==> src/rtl/front_panel_pkg.sv <==
// Shared types for the SLC-3 front-panel script sequencer.
// Pure declarations, no timing.
// No flow control.
package front_panel_pkg;

    localparam int ENTRY_W = 32;
    localparam int ARG_W   = 10;
    localparam int COUNT_W = 18;

    // Script opcodes; encodings 8-15 are illegal and trap to DONE.
    typedef enum logic [3:0] {
        OP_END          = 4'd0,
        OP_SET_SW       = 4'd1,
        OP_PULSE_RUN    = 4'd2,
        OP_PULSE_CONT   = 4'd3,
        OP_WAIT         = 4'd4,
        OP_WAIT_PAUSE   = 4'd5,
        OP_EXPECT_LED   = 4'd6,
        OP_WAIT_RELEASE = 4'd7
    } op_e;

    // op is kept as a raw nibble so illegal encodings survive the latch.
    typedef struct packed {
        logic [3:0]         op;
        logic [ARG_W-1:0]   arg;
        logic [COUNT_W-1:0] count;
    } entry_t;

    typedef enum logic [2:0] {
        S_IDLE,
        S_FETCH,
        S_EXEC,
        S_PULSE,
        S_WAIT,
        S_WAIT_PAUSE,
        S_WAIT_RELEASE,
        S_DONE
    } state_e;

    function automatic entry_t mk_entry(op_e op, logic [ARG_W-1:0] arg,
                                        logic [COUNT_W-1:0] count);
        entry_t e;
        e.op    = op;
        e.arg   = arg;
        e.count = count;
        return e;
    endfunction

    function automatic logic [7:0] sat_inc8(logic [7:0] v);
        return (v == 8'hFF) ? v : v + 8'd1;
    endfunction

endpackage

==> src/rtl/front_panel_sequencer.sv <==
// Scripted front-panel operator: drives SW/Run/Continue from a script, checks LEDs.
// Each entry costs FETCH+EXEC (2 cycles) plus any pulse/wait cycles; outputs registered.
// No backpressure; waits on Paused are bounded by the entry count (0 = forever).
module front_panel_sequencer
    import front_panel_pkg::*;
#(
    parameter int DEPTH        = 32,
    parameter int PULSE_CYCLES = 4
) (
    input  logic                     Clk,
    input  logic                     Reset,
    input  logic                     Start,
    input  logic                     Paused,
    input  logic [9:0]               LED,
    output logic [$clog2(DEPTH)-1:0] Script_Addr,
    input  logic [ENTRY_W-1:0]       Script_Data,
    output logic [9:0]               SW,
    output logic                     Run,
    output logic                     Continue,
    output logic                     Busy,
    output logic                     Done,
    output logic                     Pass,
    output logic [7:0]               Err_Count,
    output logic                     Timeout
);

    localparam int AW = $clog2(DEPTH);
    localparam logic [AW-1:0]      LAST_PC   = AW'(DEPTH - 1);
    localparam logic [COUNT_W-1:0] PULSE_LEN = COUNT_W'(PULSE_CYCLES);
    localparam logic [COUNT_W-1:0] CNT_ONE   = COUNT_W'(1);

    state_e             state_q, state_d;
    logic [AW-1:0]      pc_q, pc_d;
    entry_t             ir_q, ir_d;
    logic [COUNT_W-1:0] cnt_q, cnt_d;
    logic [9:0]         sw_q, sw_d;
    logic               run_q, run_d;
    logic               cont_q, cont_d;
    logic               busy_q, busy_d;
    logic               done_q, done_d;
    logic               pass_q, pass_d;
    logic [7:0]         err_q, err_d;
    logic               tmo_q, tmo_d;
    logic               adv;
    logic               cond_met;

    // State and output registers; reset also releases any held button.
    always_ff @(posedge Clk) begin
        if (Reset) begin
            state_q <= S_IDLE;
            pc_q    <= '0;
            ir_q    <= '0;
            cnt_q   <= '0;
            sw_q    <= '0;
            run_q   <= 1'b1;
            cont_q  <= 1'b1;
            busy_q  <= 1'b0;
            done_q  <= 1'b0;
            pass_q  <= 1'b0;
            err_q   <= '0;
            tmo_q   <= 1'b0;
        end else begin
            state_q <= state_d;
            pc_q    <= pc_d;
            ir_q    <= ir_d;
            cnt_q   <= cnt_d;
            sw_q    <= sw_d;
            run_q   <= run_d;
            cont_q  <= cont_d;
            busy_q  <= busy_d;
            done_q  <= done_d;
            pass_q  <= pass_d;
            err_q   <= err_d;
            tmo_q   <= tmo_d;
        end
    end

    // Next-state: per-state actions, then a shared "advance" that stops at the last entry.
    always_comb begin
        state_d  = state_q;
        pc_d     = pc_q;
        ir_d     = ir_q;
        cnt_d    = cnt_q;
        sw_d     = sw_q;
        run_d    = run_q;
        cont_d   = cont_q;
        err_d    = err_q;
        tmo_d    = tmo_q;
        adv      = 1'b0;
        cond_met = 1'b0;

        case (state_q)
            S_IDLE, S_DONE: begin
                if (Start) begin
                    pc_d    = '0;
                    err_d   = '0;
                    tmo_d   = 1'b0;
                    state_d = S_FETCH;
                end
            end

            S_FETCH: begin
                ir_d    = Script_Data;
                state_d = S_EXEC;
            end

            S_EXEC: begin
                case (ir_q.op)
                    OP_END: state_d = S_DONE;
                    OP_SET_SW: begin
                        sw_d = ir_q.arg;
                        adv  = 1'b1;
                    end
                    OP_PULSE_RUN: begin
                        run_d   = 1'b0;
                        cnt_d   = PULSE_LEN;
                        state_d = S_PULSE;
                    end
                    OP_PULSE_CONT: begin
                        cont_d  = 1'b0;
                        cnt_d   = PULSE_LEN;
                        state_d = S_PULSE;
                    end
                    OP_WAIT: begin
                        if (ir_q.count == '0) begin
                            adv = 1'b1;
                        end else begin
                            cnt_d   = ir_q.count;
                            state_d = S_WAIT;
                        end
                    end
                    OP_WAIT_PAUSE: begin
                        cnt_d   = ir_q.count;
                        state_d = S_WAIT_PAUSE;
                    end
                    OP_EXPECT_LED: begin
                        if (LED != ir_q.arg) begin
                            err_d = sat_inc8(err_q);
                        end
                        adv = 1'b1;
                    end
                    OP_WAIT_RELEASE: begin
                        cnt_d   = ir_q.count;
                        state_d = S_WAIT_RELEASE;
                    end
                    default: begin
                        err_d   = sat_inc8(err_q);
                        state_d = S_DONE;
                    end
                endcase
            end

            S_PULSE: begin
                if (cnt_q == CNT_ONE) begin
                    run_d  = 1'b1;
                    cont_d = 1'b1;
                    adv    = 1'b1;
                end else begin
                    cnt_d = cnt_q - CNT_ONE;
                end
            end

            S_WAIT: begin
                if (cnt_q == CNT_ONE) begin
                    adv = 1'b1;
                end else begin
                    cnt_d = cnt_q - CNT_ONE;
                end
            end

            S_WAIT_PAUSE, S_WAIT_RELEASE: begin
                // A satisfied condition wins over an expiring timeout in the same cycle.
                cond_met = (state_q == S_WAIT_PAUSE) ? Paused : !Paused;
                if (cond_met) begin
                    adv = 1'b1;
                end else if (ir_q.count != '0) begin
                    if (cnt_q == CNT_ONE) begin
                        tmo_d   = 1'b1;
                        err_d   = sat_inc8(err_q);
                        state_d = S_DONE;
                    end else begin
                        cnt_d = cnt_q - CNT_ONE;
                    end
                end
            end

            default: state_d = S_IDLE;
        endcase

        if (adv) begin
            if (pc_q == LAST_PC) begin
                state_d = S_DONE;
            end else begin
                pc_d    = pc_q + AW'(1);
                state_d = S_FETCH;
            end
        end
    end

    // Status flags follow the upcoming state so they line up with it.
    always_comb begin
        busy_d = (state_d != S_IDLE) && (state_d != S_DONE);
        done_d = (state_d == S_DONE);
        pass_d = done_d && (err_d == 8'd0) && !tmo_d;
    end

    assign Script_Addr = pc_q;
    assign SW          = sw_q;
    assign Run         = run_q;
    assign Continue    = cont_q;
    assign Busy        = busy_q;
    assign Done        = done_q;
    assign Pass        = pass_q;
    assign Err_Count   = err_q;
    assign Timeout     = tmo_q;

endmodule

==> config.mk <==
export PLATFORM = sky130hd
export DESIGN_NAME = front_panel_sequencer
export DESIGN_NICKNAME = d
export VERILOG_FILES = /design/src/rtl/front_panel_pkg.sv /design/src/rtl/front_panel_sequencer.sv
export SDC_FILE = /design/constraint.sdc
export NUM_CORES = 1
export LEC_CHECK = 0
export ABC_CLOCK_PERIOD_IN_PS = 3100
export BUFFER_PORTS_ARGS = -buffer_cell sky130_fd_sc_hd__buf_4
export CAP_MARGIN = 20
export CORE_AREA = 2 2 90 92
export CTS_BUF_LIST = sky130_fd_sc_hd__clkbuf_8
export DETAILED_ROUTE_END_ITERATION = 16
export DIE_AREA = 0 0 92 94
export GPL_TIMING_DRIVEN = 0
export PLACE_DENSITY = 0.8
export SLEW_MARGIN = 10
export SYNTH_ARGS = -nofsm -noshare
export SYNTH_HDL_FRONTEND = slang
export SYNTH_SLANG_ARGS = --single-unit
==> constraint.sdc <==
create_clock -name Clk -period 3.1 [get_ports Clk]
set_input_delay 0.465 -clock Clk [delete_from_list [all_inputs] [get_ports Clk]]
set_output_delay 0.465 -clock Clk [all_outputs]
set_load 0.02 [all_outputs]
# == Yosys cells after proc, flatten, opt, wreduce, memory -nomap -nowiden ==
# Index checks and enable logic that the tools add are counted.
# totals
register_bits,82
latchBits,0
mem_bits_rw,0
romBits,0
inputBits,46
elab_cells,111
memories,0
# classes
n_addsub,3
multipliers,0
n_div,0
magnitude_cmp,0
n_eq_ne,27
shifts,0
muxes,43
bitwise,0
reduce_logical,24
# op_table
operator,count
18-bit one-hot mux with 3 select lines,2
18-bit 2-to-1 mux,4
8-bit 2-to-1 mux,6
8-bit one-hot mux with 3 select lines,1
3-bit 2-to-1 mux,7
5-bit 2-to-1 mux,4
18-bit by 1-bit equality test with 1-bit output (second input constant),1
18-bit zero test,1
18-bit nonzero test,1
18-bit by 1-bit subtractor with 18-bit output (second input constant),1
4-bit by 3-bit equality test with 1-bit output (second input constant),4
8-bit one-hot mux with 2 select lines,1
3-bit equality test (second input constant),5
3-bit one-hot mux with 5 select lines,1
3-bit one-hot mux with 4 select lines,1
2-bit OR reduction,6
1-bit 2-to-1 mux,11
10-bit inequality test,1
8-bit by 1-bit adder with 8-bit output (second input constant),1
4-bit by 2-bit equality test with 1-bit output (second input constant),2
8-bit equality test (second input constant),1
8-bit zero test,1
1-bit one-hot mux with 2 select lines,4
7-bit OR reduction,1
other kinds (19),29

# == Depth between registers and ports, before layout ==
# Gate-level depths: netlist (run 1).
# depth
ltp_word,9
mapped_depth,11
mapped_depth_nobuf,10

# == Least setup slack after synthesis (run 1) ==
# OpenSTA, ideal clock, no wires.
# synth_timing
kind,register to register
start,register cnt_q[6]
end,"register pass_q, in the netlist Pass"
t_arrival_ns,2.345
path_slack_ns,0.667
stages_incl_launch_ff,9
synth_period_minus_slack_ns,2.433
path_cell_list,dfxtp_1 -> or4_4 -> and4bb_2 -> o2111ai_4 -> a32oi_1 -> o31ai_1 -> o32ai_1 -> nand3_1 -> nor4_2
# synth_between
elab_chain_len,9
word_cells_on_any_way,21
cone_classes,2 x eq/ne; 15 x mux; 4 x reduce/logical
# synth_rtl
element,line,rtl
start: declaration,front_panel_sequencer.sv:35,"logic [COUNT_W-1:0] cnt_q, cnt_d;"
start signal: assignment,front_panel_sequencer.sv:66,cnt_q <= cnt_d;
18-bit by 1-bit equality test with 1-bit output (*),"front_panel_sequencer.sv:154, front_panel_sequencer.sv:164, front_panel_sequencer.sv:177",
3-bit 2-to-1 mux,front_panel_sequencer.sv:177,if (cnt_q == CNT_ONE) begin
3-bit 2-to-1 mux,front_panel_sequencer.sv:176,end else if (ir_q.count != '0) begin
3-bit 2-to-1 mux,front_panel_sequencer.sv:174,if (cond_met) begin
3-bit one-hot mux with 4 select lines,front_panel_sequencer.sv:92,case (state_q)
3-bit 2-to-1 mux,front_panel_sequencer.sv:190,if (adv) begin
3-bit equality test,front_panel_sequencer.sv:203,done_d = (state_d == S_DONE);
1-bit logical AND,front_panel_sequencer.sv:204,pass_d = done_d && (err_d == 8'd0) && !tmo_d;
1-bit logical AND (*),front_panel_sequencer.sv:204,
end signal: assignment,front_panel_sequencer.sv:72,pass_q <= pass_d;
end: declaration,front_panel_sequencer.sv:41,"logic pass_q, pass_d;"
# Every way passes the cells marked *; elsewhere a longest branch is shown, timed or not.
# A chain may end at the register's enable or synchronous reset.

# == Worst setup path after layout (run 1) ==
# layout_timing
start,register state_q[1]
end,"register pass_q, in the netlist Pass"
# layout_between
elab_chain_len,8
word_cells_on_any_way,31
cone_classes,8 x eq/ne; 15 x mux; 8 x reduce/logical
# layout_rtl
element,line,rtl
start: declaration,front_panel_sequencer.sv:32,"state_e state_q, state_d;"
start signal: assignment,front_panel_sequencer.sv:63,state_q <= state_d;
3-bit equality test or 3-bit 2-to-1 mux (tied branches),"front_panel_sequencer.sv:92, front_panel_sequencer.sv:173, front_panel_sequencer.sv:177",
1-bit 2-to-1 mux or 3-bit 2-to-1 mux (tied branches),"front_panel_sequencer.sv:173, front_panel_sequencer.sv:176",
3-bit 2-to-1 mux or 1-bit 2-to-1 mux (tied branches),front_panel_sequencer.sv:174,
3-bit one-hot mux with 4 select lines or 1-bit one-hot mux with 3 select lines (tied branches),front_panel_sequencer.sv:92,
3-bit 2-to-1 mux,front_panel_sequencer.sv:190,
3-bit equality test,front_panel_sequencer.sv:203,
1-bit logical AND,front_panel_sequencer.sv:204,
1-bit logical AND (*),front_panel_sequencer.sv:204,
# Marked as above.

==> results of run 1 <==
area by class of cell:
| class | instances | share of cell area [%] |
|---|---|---|
| Tap cell | 102 | 2.47 |
| Clock inverter | 6 | 1.38 |
| Buffer | 31 | 2.35 |
| Sequential cell | 82 | 31.8 |
| Clock buffer | 10 | 2.66 |
| Multi-Input combinational cell | 440 | 47.7 |
| Timing Repair Buffer | 73 | 10.6 |
| Inverter | 14 | 1.02 |
kinds of logic after synthesis:
| family | count (synthesis) | share of synthesized area [%] |
|---|---|---|
| compound gates | 160 | 23.3 |
| simple gates | 248 | 27.0 |
| xor+xnor | 16 | 3.27 |
| fa+ha+maj | 5 | 1.46 |
| flops | 82 | 38.4 |
| buf+inv | 45 | 4.03 |
| mux | 11 | 2.57 |
worst register-to-register path: stages (launching register included):
cell and delay [ns]:
sky130_fd_sc_hd__dfxtp_1 0.40, sky130_fd_sc_hd__clkbuf_1 0.36, sky130_fd_sc_hd__inv_1 0.22, sky130_fd_sc_hd__nor2_1 0.37, sky130_fd_sc_hd__o21ai_1 0.36, sky130_fd_sc_hd__a21oi_1 0.57
sky130_fd_sc_hd__a31oi_1 0.15, sky130_fd_sc_hd__o22ai_1 0.24, sky130_fd_sc_hd__nor4_2 0.05
metrics by stage:
| stage | utilization, % | power (mW) | hold WS (ns) | instance area [um^2] |
|---|---|---|---|---|
| 6_report | 67.9 | 4.32 | 0.353 | 5160 |
| 5_1_grt | 67.9 | 4.64 | 0.350 | 5160 |
| 4_1_cts | 67.9 | 4.28 | 0.348 | 5160 |
| 3_5_place_dp | 65.1 | 3.47 | 0.469 | 4950 |
| 3_3_place_gp | 65.1 | 3.44 | 0.459 | 4950 |
| 2_1_floorplan | - | 2.92 | 0.448 | 4280 |
cell usage after synthesis (4+ instances only):
master / number
sky130_fd_sc_hd__mux2i_1: 11
sky130_fd_sc_hd__nor3_1: 13
sky130_fd_sc_hd__nand3b_1: 7
sky130_fd_sc_hd__a22oi_1: 6
sky130_fd_sc_hd__a211oi_1: 9
sky130_fd_sc_hd__xnor2_1: 14
sky130_fd_sc_hd__o31ai_1: 4
sky130_fd_sc_hd__a31oi_1: 8
sky130_fd_sc_hd__nand2b_1: 5
sky130_fd_sc_hd__nor2_1: 50
sky130_fd_sc_hd__o21ai_0: 28
sky130_fd_sc_hd__ha_1: 5
sky130_fd_sc_hd__clkbuf_1: 28
sky130_fd_sc_hd__inv_1: 14
sky130_fd_sc_hd__dfxtp_1: 82
sky130_fd_sc_hd__nor2b_1: 4
sky130_fd_sc_hd__and3_1: 8
sky130_fd_sc_hd__a21oi_1: 69
sky130_fd_sc_hd__nand2_1: 113
sky130_fd_sc_hd__nand3_1: 17
sky130_fd_sc_hd__nor4_1: 8
sequential cells by signal (all words and copies together), names as in the netlist:
register	count
Err_Count	8
Pass	1
Run	1
ir_q	32
state_q	3
SW	10
Busy	1
Timeout	1
cnt_q	18
Done	1
Continue	1
Script_Addr	5
worst paths after layout:
kind | startpoint | end | slack, ns | depth (start not counted)
max | state_q[1] | Pass | 0.28 | 8
min | Script_Data[21] | ir_q[21] | 0.35 | 3
max reg2reg | state_q[1] | Pass | 0.28 | 8
min reg2reg | ir_q[17] | ir_q[17] | 0.48 | 2
power groups by stage:
stage | registers, mW | logic (mW) | clock network, mW
6_report | 1.42 | 2.09 | 0.811
5_1_grt | 1.44 | 2.33 | 0.869
4_1_cts | 1.41 | 2.05 | 0.824
3_5_place_dp | 1.43 | 2.04 | 0
3_3_place_gp | 1.43 | 2.02 | 0
2_1_floorplan | 1.40 | 1.52 | 0
layer usage:
| layer | global-route usage, % | share of wire, % |
|---|---|---|
| met1 | 40.4 | 46 |
| met2 | 43.5 | 44 |
| met3 | 5.54 | 8.3 |
| met5 | 0 | 0 |
| met4 | 10.2 | 2.2 |
==> metrics.json, run 1 <==
{
  "outcome": "complete, no violations",
  "port_buffers": 73,
  "path_class": "reg2reg",
  "timing.critical_path.slowest_cell_delay_ns": 0.57,
  "antenna_cells_inserted": 0,
  "hp-class": "in2reg",
  "comb_power_share_pct": 48.4,
  "synth_largest_type_area_fraction_pct": 38.4,
  "antenna_found_initial": 0,
  "grt_start_max_net_pins": 16,
  "power.share.switching_pct": 45.4,
  "power.net_switching_mw": 1.96,
  "synthesis.instances": 567,
  "drt_first_iter_violations": 404,
  "final_min_period_over_clock_period_pct": 90.9,
  "share_of_cells_above_drive_strength_1_pct": 15.9,
  "seqCellArea_mm2": 0.00164,
  "detailedPlace.worstSlack_ns": 0.293,
  "critPathBufInv": 2,
  "starting_utilization_of_the_core_area_pct": 56.3,
  "clock-sinks": 82,
  "power_frac_clock_pct": 18.8,
  "timing.critical_path.cells": "clkbuf_1 > inv_1 > nor2_1 > o21ai_1 > a21oi_1 > a31oi_1 > o22ai_1 > nor4_2",
  "clock_skew_ns": 0.0142,
  "cell_internal_pwr_mw": 2.36,
  "root_buffer": "sky130_fd_sc_hd__clkbuf_8",
  "cts_repair_resize_count": 0,
  "dieHeight_um": 94,
  "weighted_congestion_at_the_end_of_routability_driven_global_placement": 0.918,
  "layout_setup_ws_ns": 0.283,
  "async_reset_ff_share_pct": 0,
  "worstPathArrival_ns": 3.06,
  "rows": 32,
  "worst_pin_slew_ns": 0.725,
  "min_period_ns": 2.82,
  "timing.critical_path.slowest_stage_cell": "sky130_fd_sc_hd__a21oi_1",
  "ir_drop_mv": 0.434,
  "grt.overflow.total": 0,
  "yosysTopAreaCell": "sky130_fd_sc_hd__dfxtp_1",
  "seq_area_frac_synth_pct": 38.4,
  "synth_fp_nets": 618,
  "finalHoldViolCount": 0,
  "post_synth_instance_area_mm2": 0.00428,
  "crit_path_start_kind": "register",
  "core_region_area_mm2": 0.00761,
  "synth.top_cells.by_area": "sky130_fd_sc_hd__dfxtp_1 (38%), sky130_fd_sc_hd__nand2_1 (9.9%), sky130_fd_sc_hd__a21oi_1 (8.1%)",
  "wire_length_of_the_first_global_routing_pass_um": 19600,
  "layoutNonFillerInstCount": 758,
  "cts_tree": "built",
  "vias": 4453,
  "synth-main-ff-cell": "sky130_fd_sc_hd__dfxtp_1",
  "synth_warnings": 0,
  "number_of_buffers_inserted_during_clock_tree_synthesis": 9,
  "synth-seq-cells": 82,
  "die_w_um": 92,
  "setup_total_negative_slack_ns": 0,
  "area_enclosed_by_the_die_boundary_mm2": 0.00865,
  "cts_post_setup_buffers_inserted": 0,
  "multi_input_area_mm2": 0.00246,
  "layout_common_cells": "sky130_fd_sc_hd__nand2_1 (113), sky130_fd_sc_hd__dfxtp_1 (82), sky130_fd_sc_hd__buf_4 (73)",
  "finalSetupViolations": 0,
  "ctsHtreeMaxLevel": 3,
  "clk_latency_ns": 0.35,
  "syn2layout_area_growth_pct": 20.7,
  "nFillCells": 666,
  "crit_family": "compound AO/OA/AOI/OAI gates",
  "layout.cells.most_common": "sky130_fd_sc_hd__nand2_1",
  "seq_power_share_pct": 32.9,
  "slew-limit-headroom_pct": 51.6,
  "critPathMaxFanout": 10,
  "cts_hold_repair.buffers": 0,
  "num-nets-final": 702,
  "timing.critical_path.required_ns": 3.34,
  "worst_setup_hold_path_clk_slew_ns": 0.09,
  "final-max-slew-violation-count": 0,
  "postRouteWirelength_um": 12100,
  "power.leakage_nw": 2.03,
  "detailedPlacementHpwl_um": 9080,
  "maxcap_viol_count": 0,
  "max_clock_freq_mhz": 355,
  "ios": 75,
  "worst_setup_path_end_kind": "register",
  "detailedRoute.firstPassIterationCount": 5,
  "rsz0062_at_grt": "false",
  "vias_per_cell": 5.87,
  "grt.total_usage_pct": 28.6,
  "cts-root-to-sink-buffers": 2,
  "detail-route-antenna-nets": 0,
  "power_per_standard_cell_area_mw_per_mm2": 836,
  "place_inst": 742,
  "drc": 0,
  "synth.distinct_cells": 59,
  "syn-mean-instance-area_um2": 7.55,
  "synth_edf_count": 0,
  "grt_pass1_vias": 4012,
  "drt-wirelength-per-cell_um": 16.0
}
(Power assumes the default switching activity.)
==> run 2, diff against run 1 <==
--- a/config.mk
+++ b/config.mk
@@ -14,6 +14,7 @@
 export DIE_AREA = 0 0 92 94
 export GPL_TIMING_DRIVEN = 0
 export PLACE_DENSITY = 0.8
+export REMOVE_ABC_BUFFERS = 1
 export SLEW_MARGIN = 10
 export SYNTH_ARGS = -nofsm -noshare
 export SYNTH_HDL_FRONTEND = slang
==> run 2 against run 1 <==
Compared with the run above: worst hold slack worse by 0.0029 ns; non-clock buffer count down 27; register-to-register slack worse by 0.09 ns; sequential share of layout area up 0.42 points; clock skew down 0.0043 ns; sequential power up 4%; critical endpoint unchanged; wire length down 13%; first-iteration DRC count up 4.2%; core utilization down 0.84 points; combinational power down 6%; critical path type unchanged; critical path depth unchanged; cell count down 3.6%.
==> metrics.json, run 2 (synthesis results as in run 1) <==
{
  "outcome": {"value": "complete, no violations", "change": "unchanged"},
  "comb_power_share": {"value": 46.5, "unit": "%", "change": "was 48.4%"},
  "wire_length_of_the_first_global_routing_pass": {"value": 17800, "unit": "um", "change": "was 19600 um"},
  "share_of_cells_above_drive_strength_1": {"value": 17.3, "unit": "%", "change": "was 15.9%"},
  "num-nets-final": {"value": 675, "change": "was 702"},
  "layout_setup_ws": {"value": 0.189, "unit": "ns", "change": "was 0.283 ns"},
  "clock_skew": {"value": 0.00988, "unit": "ns", "change": "was 0.0142 ns"},
  "die_w": {"value": 92, "unit": "um", "change": "unchanged"},
  "grt.overflow.total": {"value": 0, "change": "unchanged"},
  "layout.cells.most_common": {"value": "sky130_fd_sc_hd__nand2_1", "change": "unchanged"},
  "grt_pass1_vias": {"value": 3838, "change": "was 4012"},
  "antenna_cells_inserted": {"value": 0, "change": "unchanged"},
  "cell_internal_pwr": {"value": 2.35, "unit": "mW", "change": "was 2.36 mW"},
  "worst_setup_hold_path_clk_slew": {"value": 0.09, "unit": "ns", "change": "about the same"},
  "detailedPlacementHpwl": {"value": 7480, "unit": "um", "change": "was 9080 um"},
  "critPathMaxFanout": {"value": 15, "change": "was 10"},
  "drc": {"value": 0, "change": "unchanged"},
  "vias_per_cell": {"value": 5.80, "change": "was 5.87"},
  "rows": {"value": 32, "change": "unchanged"},
  "dieHeight": {"value": 94, "unit": "um", "change": "unchanged"},
  "final_min_period_over_clock_period": {"value": 93.9, "unit": "%", "change": "was 90.9%"},
  "drt_first_iter_violations": {"value": 421, "change": "was 404"},
  "core_region_area": {"value": 0.00761, "unit": "mm^2", "change": "unchanged"},
  "syn2layout_area_growth": {"value": 19.2, "unit": "%", "change": "was 20.7%"},
  "finalHoldViolCount": {"value": 0, "change": "unchanged"},
  "min_period": {"value": 2.91, "unit": "ns", "change": "was 2.82 ns"},
  "ctsHtreeMaxLevel": {"value": 3, "change": "unchanged"},
  "finalSetupViolations": {"value": 0, "change": "unchanged"},
  "grt_start_max_net_pins": {"value": 82, "change": "was 16"},
  "regMostFlops": {"value": "ir_q", "change": "unchanged"},
  "largest_register_ffs": {"value": 32, "change": "unchanged"},
  "grt.total_usage": {"value": 25.2, "unit": "%", "change": "was 28.6%"},
  "worstPathArrival": {"value": 3.18, "unit": "ns", "change": "was 3.06 ns"},
  "postRouteWirelength": {"value": 10600, "unit": "um", "change": "was 12100 um"},
  "power_per_standard_cell_area": {"value": 829, "unit": "mW/mm^2", "change": "was 836 mW/mm^2"},
  "cts-root-to-sink-buffers": {"value": 2, "change": "unchanged"},
  "power_frac_clock": {"value": 18.6, "unit": "%", "change": "was 18.8%"},
  "weighted_congestion_at_the_end_of_routability_driven_global_placement": {"value": 0.894, "change": "was 0.918"},
  "port_buffers": {"value": 74, "change": "was 73"},
  "ios": {"value": 75, "change": "unchanged"},
  "worst_pin_slew": {"value": 1.10, "unit": "ns", "change": "was 0.725 ns"},
  "path_class": {"value": "reg2reg", "change": "unchanged"},
  "vias": {"value": 4241, "change": "was 4453"},
  "power.share.switching": {"value": 44.4, "unit": "%", "change": "was 45.4%"},
  "power.leakage": {"value": 2.01, "unit": "nW", "change": "was 2.03 nW"},
  "ir_drop": {"value": 0.438, "unit": "mV", "change": "was 0.434 mV"},
  "power.net_switching": {"value": 1.88, "unit": "mW", "change": "was 1.96 mW"},
  "final_core_utilization": {"value": 67.1, "unit": "%", "change": "was 67.9%"},
  "detailedRoute.firstPassIterationCount": {"value": 6, "change": "was 5"},
  "antenna_found_initial": {"value": 0, "change": "unchanged"},
  "rsz0062_at_grt": {"value": "false", "change": "unchanged"},
  "clock-sinks": {"value": 82, "change": "unchanged"},
  "maxcap_viol_count": {"value": 0, "change": "unchanged"},
  "final-max-slew-violation-count": {"value": 0, "change": "unchanged"},
  "cts_tree": {"value": "built", "change": "unchanged"},
  "clk_latency": {"value": 0.36, "unit": "ns", "change": "was 0.35 ns"},
  "layout_common_cells": {"value": "sky130_fd_sc_hd__nand2_1 (113), sky130_fd_sc_hd__dfxtp_1 (81), sky130_fd_sc_hd__buf_4 (76)", "change": "was sky130_fd_sc_hd__nand2_1 (113), sky130_fd_sc_hd__dfxtp_1 (82), sky130_fd_sc_hd__buf_4 (73)"},
  "seq_power_share": {"value": 34.9, "unit": "%", "change": "was 32.9%"},
  "detailedPlace.worstSlack": {"value": 0.164, "unit": "ns", "change": "was 0.293 ns"},
  "starting_utilization_of_the_core_area": {"value": 56.3, "unit": "%", "change": "unchanged"},
  "hp-class": {"value": "in2reg", "change": "unchanged"},
  "root_buffer": {"value": "sky130_fd_sc_hd__clkbuf_8", "change": "unchanged"},
  "max_clock_freq": {"value": 344, "unit": "MHz", "change": "was 355 MHz"},
  "area_enclosed_by_the_die_boundary": {"value": 0.00865, "unit": "mm^2", "change": "unchanged"},
  "worst_setup_path_end_kind": {"value": "register", "change": "unchanged"},
  "timing.critical_path.required": {"value": 3.37, "unit": "ns", "change": "was 3.34 ns"},
  "slew-limit-headroom": {"value": 26.5, "unit": "%", "change": "was 51.6%"},
  "crit_path_start_kind": {"value": "register", "change": "unchanged"},
  "number_of_buffers_inserted_during_clock_tree_synthesis": {"value": 9, "change": "unchanged"},
  "drt-wirelength-per-cell": {"value": 14.5, "unit": "um", "change": "was 16.0 um"},
  "detail-route-antenna-nets": {"value": 0, "change": "unchanged"},
  "hold-worst-slack": {"value": 0.350, "unit": "ns", "change": "was 0.353 ns"}
}
run 2: power by group through the flow:
stage               clock network [mW]  logic, mW  registers [mW]
CTS                              0.799       1.93            1.46
detailed placement                   0       1.92            1.49
global route                     0.852       2.18            1.51
finish                           0.785       1.97            1.48
floorplan                            0       1.40            1.44
global placement                     0       1.84            1.48
run 2: per-layer routing:
metal	vias to the layer above	global-route usage [%]	wire, um
li1	2122	-	-
met1	1943	34.5	4730
met2	166	40.0	4930
met3	10	5.78	774
met4	0	7.46	131
met5	-	0	0
run 2: final cells by class:
| class | instances | area (um^2) |
|---|---|---|
| sequential | 82 | 1640 |
| clock inverter | 6 | 66.3 |
| multi-input combinational | 440 | 2490 |
| timing repair buffer | 77 | 582 |
| fill | 658 | 2510 |
| inverter | 14 | 52.6 |
| clock buffer | 10 | 138 |
| tap | 102 | 128 |
run 2: through the flow:
stage               setup TNS (ns)  power [mW]  instance area, um^2  std cells
floorplan                        0        2.85                 4160        536
global placement            -17.39        3.31                 4840        712
detailed placement               0        3.41                 4880        715
CTS                              0        4.19                 5080        731
global route                     0        4.54                 5100        731
finish                           0        4.23                 5100        731
run 2: final timing paths:
check                  start  endpoint  slack [ns]  cells past startpoint
max                 cnt_q[6]      Pass        0.19                      8
min          Script_Data[25]  ir_q[25]        0.35                      3
max reg2reg         cnt_q[6]      Pass        0.19                      8
min reg2reg         ir_q[22]  ir_q[22]        0.49                      2
run 2: repair_timing:
| action | CTS | global route |
|---|---|---|
| endpoints found under the setup margin | 0 | 1 |
| buffers inserted | 0 | 0 |
| resized for setup | 0 | 4 |
| hold buffers | 0 | 0 |
run 2: critical path, stage by stage, from the launching register on:
cell and delay [ns]:
sky130_fd_sc_hd__dfxtp_1 0.38, sky130_fd_sc_hd__or4_4 0.58, sky130_fd_sc_hd__and4bb_2 0.38, sky130_fd_sc_hd__o2111ai_4 0.28, sky130_fd_sc_hd__a32oi_1 0.28, sky130_fd_sc_hd__o31ai_1 0.14, sky130_fd_sc_hd__o32ai_1 0.37, sky130_fd_sc_hd__nand3_1 0.18
sky130_fd_sc_hd__nor4_2 0.25
